$ cat src/rtl/counter_pkg.sv
// counter_pkg: direction constants and terminal-value helper shared by the counter blocks
package counter_pkg;

    localparam logic DIR_UP   = 1'b1;
    localparam logic DIR_DOWN = 1'b0;

    function automatic longint unsigned terminal(input logic dir, input longint unsigned modulus);
        return (dir == DIR_UP) ? modulus - 64'd1 : 64'd0;
    endfunction

endpackage

$ cat src/rtl/counter_nb_tc.sv
// counter_nb_tc: combinational terminal-count compare and cascade ripple carry
module counter_nb_tc
    import counter_pkg::*;
#(
    parameter int              WIDTH   = 4,
    parameter longint unsigned MODULUS = 16
) (
    input  logic [WIDTH-1:0] q,
    input  logic             en,
    input  logic             ci,
    input  logic             up,
    input  logic             load,
    input  logic             rst,
    output logic             tc,
    output logic             rc
);

    // terminal value depends on direction; rc is masked while load or reset own the edge
    always_comb begin
        tc = (q == WIDTH'(terminal(up, MODULUS)));
        rc = en & ci & tc & ~load & ~rst;
    end

endmodule

$ cat src/rtl/counter_nb.sv
// counter_nb: cascadable modulo up/down counter with load, ripple carry and wrap pulse
module counter_nb
    import counter_pkg::*;
#(
    parameter int              WIDTH   = 4,
    parameter longint unsigned MODULUS = 16
) (
    input  logic             clk,
    input  logic             rst,
    input  logic             en,
    input  logic             ci,
    input  logic             up,
    input  logic             load,
    input  logic [WIDTH-1:0] d,
    output logic [WIDTH-1:0] q,
    output logic             rc,
    output logic             wrap
);

    localparam logic [WIDTH-1:0] MAX   = WIDTH'(MODULUS - 64'd1);
    localparam logic [WIDTH-1:0] ONE   = WIDTH'(1);
    localparam logic [WIDTH:0]   MOD_W = (WIDTH + 1)'(MODULUS);

    logic             tc;
    logic             step;
    logic             wrap_nxt;
    logic [WIDTH-1:0] q_nxt;

    counter_nb_tc #(.WIDTH(WIDTH), .MODULUS(MODULUS)) u_tc (
        .q    (q),
        .en   (en),
        .ci   (ci),
        .up   (up),
        .load (load),
        .rst  (rst),
        .tc   (tc),
        .rc   (rc)
    );

    // next count: load beats counting; a step at the terminal value wraps to the opposite end
    always_comb begin
        step     = en & ci;
        q_nxt    = load ? (({1'b0, d} < MOD_W) ? d : '0)
                 : step ? (tc ? (up ? '0 : MAX) : (up ? q + ONE : q - ONE))
                 : q;
        wrap_nxt = ~load & step & tc;
    end

    // count and wrap registers with synchronous reset
    always_ff @(posedge clk) begin
        if (rst) begin
            q    <= '0;
            wrap <= 1'b0;
        end else begin
            q    <= q_nxt;
            wrap <= wrap_nxt;
        end
    end

endmodule

$ cat config.mk
export PLATFORM = sky130hd
export DESIGN_NAME = counter_nb
export DESIGN_NICKNAME = d
export VERILOG_FILES = /design/src/rtl/counter_pkg.sv /design/src/rtl/counter_nb_tc.sv /design/src/rtl/counter_nb.sv
export SDC_FILE = /design/constraint.sdc
export NUM_CORES = 1
export LEC_CHECK = 0
export ABC_CLOCK_PERIOD_IN_PS = 2100
export BUFFER_PORTS_ARGS = -buffer_cell sky130_fd_sc_hd__clkbuf_2
export CORE_AREA = 2 2 39 41
export DETAILED_ROUTE_END_ITERATION = 12
export DIE_AREA = 0 0 41 43
export PLACE_DENSITY = 0.65
export SLEW_MARGIN = 10
export SYNTH_ARGS = -nofsm -noshare
export SYNTH_HDL_FRONTEND = slang
export SYNTH_SLANG_ARGS = --single-unit
$ cat constraint.sdc
create_clock -name clk -period 2.1 [get_ports clk]
set_input_delay 0.315 -clock clk [delete_from_list [all_inputs] [get_ports clk]]
set_output_delay 0.315 -clock clk [all_outputs]
set_load 0.03 [all_outputs]
After elaboration in Yosys (flattened, before gate mapping)

Index checks and enable logic that the tools add are counted.

Add/sub/neg operators: 2
Multiply operators: 0
Div/mod/pow operators: 0
Order comparisons: 0
Equal/unequal tests: 1
Shift-type cells: 0
Mux-type cells: 6
Bitwise gates (word level): 8
Reduce and logical (&&, ||, !) cells: 1

Operators by type and width:

| cell                  | count |
|---|---|
| $mux W4               | 6 |
| $and A1 B1 Y1         | 6 |
| $add A4 B1 Y4 const B | 1 |
| $eq A4 B4 Y1          | 1 |
| $sub A4 B1 Y4 const B | 1 |
| $not A1 Y1            | 2 |
| $reduce_bool A2 Y1    | 1 |

Register bits: 5
Latch bits: 0
Memory bits (writable): 0
Memory bits (read-only): 0
Input bits: 10
Output and inout port bits: 6
Logic and storage cells: 20
Memories: 0

Longest topological paths before layout

Depth in word-level cells: 5
Mapped depth: 7

Cells and area by module

From an unflattened synthesis, not the netlist that was laid out.

Cells, all modules: 50
Area total of the unflattened synthesis: 407.9 um^2

Modules (own cells, without submodules):

| module        | times used | cells each | area an instance (um^2) | sequential area each (um^2) |
|---|---|---|---|---|
| counter_nb    | 1          | 42         | 350.3                   | 100.1 |
| counter_nb_tc | 1          | 8          | 57.6                    | 0.0 |

Worst setup path after synthesis

Ideal clock, no wire load.

Path kind: register -> output
From: reg q[0]
To: out rc
Arrival time: 1648 ps
Data required time: 1785 ps
Setup slack: 137 ps
Stages on the path, launching flop included: 4
Path buffers: 0
Cell sequence: dfxtp_1 or3_1 a21oi_2 nor4b_2

Cells in the longest elaborated chain, start to end: 4

Ends and longest elaborated chain:

| item                        | RTL line            | text |
|---|---|---|
| start, declared             | counter_nb.sv:15    | `output logic [WIDTH-1:0] q,` |
| start signal, assigned      | counter_nb.sv:55    | `q <= q_nxt;` |
| $eq A4 B4 Y1                | counter_nb_tc.sv:20 | `tc = (q == WIDTH'(terminal(up, MODULUS)));` |
| $and A1 B1 Y1 (3 in series) | counter_nb_tc.sv:21 | `rc = en & ci & tc & ~load & ~rst;` |
| end, declared               | counter_nb.sv:16    | `output logic rc,` |

Every way passes these cells.

Final worst setup path

From: in up
To: out rc

Cells in the longest elaborated chain, start to end: 5

Ends and longest elaborated chain:

| item                        | RTL line            | text |
|---|---|---|
| start, declared             | counter_nb.sv:12    | `input logic up,` |
| $mux W4                     | counter_pkg.sv:8    | `return (dir == DIR_UP) ? modulus - 64'd1 : 64'd0;` |
| $eq A4 B4 Y1                | counter_nb_tc.sv:20 |  |
| $and A1 B1 Y1 (3 in series) | counter_nb_tc.sv:21 |  |

Every way passes these cells.

==> results.yml <==
route:
  wirelength_um: 896
  ant_nets: 0
  drc_errors: 0
  wl_per_cell_um: 11.06
  first_pass_iters: 2
  first_iter_violations: 2
  vias: 409
  viasPerCell: 5.049
yosys:
  yosys-top-cells-area: "dfxtp_1 (25%), nor4b_2 (7.5%), ha_1 (6.3%)"
  yosys_warnings: 0
  synth_nets: 60
  syn_avg_cell_area_um2: 8.519
  synth_top_cell_by_area: "dfxtp_1"
  synthesis.area_um2: 400.4
  synth_seq_cells: 5
  synth_cells: 47
  netlist-cell-type-count: 29
  netlist.area_leader.share: 0.2500
  seq_area_frac_synth: 0.2500
clocking:
  clock_path_buffers: 2
  clock_tree.root_cell: "clkbuf_4"
  clk_pin_slew_ps: 40
  tritoncts: "built"
  cts_buffers: 3
  clock-sinks: 5
  cts_htree_levels: 1
  cts_hold_buf: 0
  clock_latency_ps: 240
global_routing:
  grt_first_pass_wirelength_um: 1476
  grt_pass1_vias: 377
  grt-ovfl-total: 0
  track_usage: 0.1251
  grt_max_degree: 12
  antenna_found_initial: 0
sta:
  setup_viol: 0
  slew_headroom: 0.7948
  slew_violations: 0
  fmax_mhz: 512.8
  setup_tns_ps: 0
  worst_pin_slew_ps: 307.5
  layout_min_cycle_time_ps: 1950
  hold_viol_final: 0
  rsz0062_at_grt: "no"
  finClkSkew_ps: 2.071
  whs_ps: 304.5
  fin_crit_sh: 0.9286
placement:
  gp_congestion: 0.7245
  dpl.hpwl_um: 688
  postPlaceCellArea_um2: 488.0
  port_buffers: 15
floorplan:
  die_h_um: 43
  core_um2: 1384
  die_area_um2: 1763
  die-width_um: 41
  initial_core_util: 0.2893
  num_rows: 14
  num_io_pins: 16
pwr:
  leakage_uw: 0.0002372
  p_total_uw: 314.6
  power_density_nw_per_um2: 611.8
  ir_drop_v: 0.0001641
critical_path:
  r2r_start: "q[0]$_SDFFE_PP0P_"
  cp-startpoint: "up"
  crit_path_cell_trace: "clkbuf_2, inv_1, ha_1, nand2_1, a21oi_2, nor4b_2, buf_2"
  crit_type: "input pin to primary output"
  crit_path_max_incr_delay_ps: 400
  cp-end-kind: "primary output"
  worst_ep_required_time_ps: 1780
  worstPathMaxFanout: 7
  setup.worst_path.start_class: "input pin"
  crit_slowest_cell: "ha_1"
  cp.arrival_ps: 1630
worst_hold_path:
  min_from: "d[0]"
  hold_class: "input pin to flip-flop"
cells_and_area:
  drive_gt1_frac: 0.3385
  syn2layout_area_growth_pct: 28.44
  final_common_cell: "clkbuf_2"
  nets: 79
  n_antenna_cell: 0
  utilization: 0.3716
  final_cell_mix: "clkbuf_2 (14), dfxtp_1 (5), nor2_1 (4), a21oi_1 (4)"
  final_cell_area_um2: 514.2
flow_run:
  cap_violations: 0
run_status:
  outcome: "finished clean"
## state kept, by name, summed over array words and instances (netlist names)
name,flops
q,4
wrap,1
## cell usage after synthesis, drive strengths merged
library cell and instances:
o21ai 2, o2111ai 1, o311ai 1, o221ai 1, fa 1, nor3 1, a31oi 1, inv 3
dfxtp 5, nand3 1, a221oi 1, xor2 1, nand4 1, a21o 1, nor4 1, nand2 4
clkbuf 1, mux2i 1, nor4b 2, a21boi 2, and3 1, or3 1, a21oi 5, nor2 4
ha 2, xnor2 1, and3b 1
## timing repair
item	CTS	global route
gates resized for setup	0	1
buffers inserted	0	0
setup endpoints to repair	0	1
## cells by family after synthesis
| family | synth area share |
|---|---|
| simple gates | 0.2656 |
| compound gates | 0.2563 |
| flops | 0.2500 |
| buf+inv | 0.04688 |
| fa+ha+maj | 0.1125 |
| xor+xnor | 0.04376 |
| mux | 0.02500 |
## layer usage
layer  up-vias  share of wire  global-route usage
li1        215              -                   -
met1       183           0.50              0.1497
met2         9           0.45              0.1781
met3         2          0.032             0.01571
met4         0          0.010              0.1200
met5         -              0                   0
## cell type report
class	count	area [um2]
clock buffer	4	26.28
fill	159	869.6
inverter	3	11.26
multi-input combinational	38	281.5
sequential	5	100.1
tap	16	20.02
timing repair buffer	15	75.07
## power breakdown
part	total [uW]	internal, uW	switching [uW]
clock network	112	71.9	39.7
logic	92.3	38.2	54.1
registers	111	101	9.32
## through the flow
step	setup slack [ps]	cells
after CTS	117.9	81
after floorplan	137.0	47
after global placement	179.8	77
after detailed placement	134.5	77
final	150.0	81
after global routing	3.903	81
## critical path: cells and delay by family
| family | cells | cell delay (ps) |
|---|---|---|
| and+or+nand+nor | 2 | 280 |
| buffers and inverters | 3 | 500 |
| AOI/OAI and AO/OA | 1 | 140 |
| adders and majority gates | 1 | 400 |
## worst paths after layout
check | end | slack, ps | depth (start not counted)
worst max-delay path | rc | 150 | 7
worst min-delay path | q[0]$_SDFFE_PP0P_ | 300 | 3
worst max register to register | q[1]$_SDFFE_PP0P_ | 460 | 5
worst min register to register | q[2]$_SDFFE_PP0P_ | 570 | 2
(Power assumes the default switching activity.)
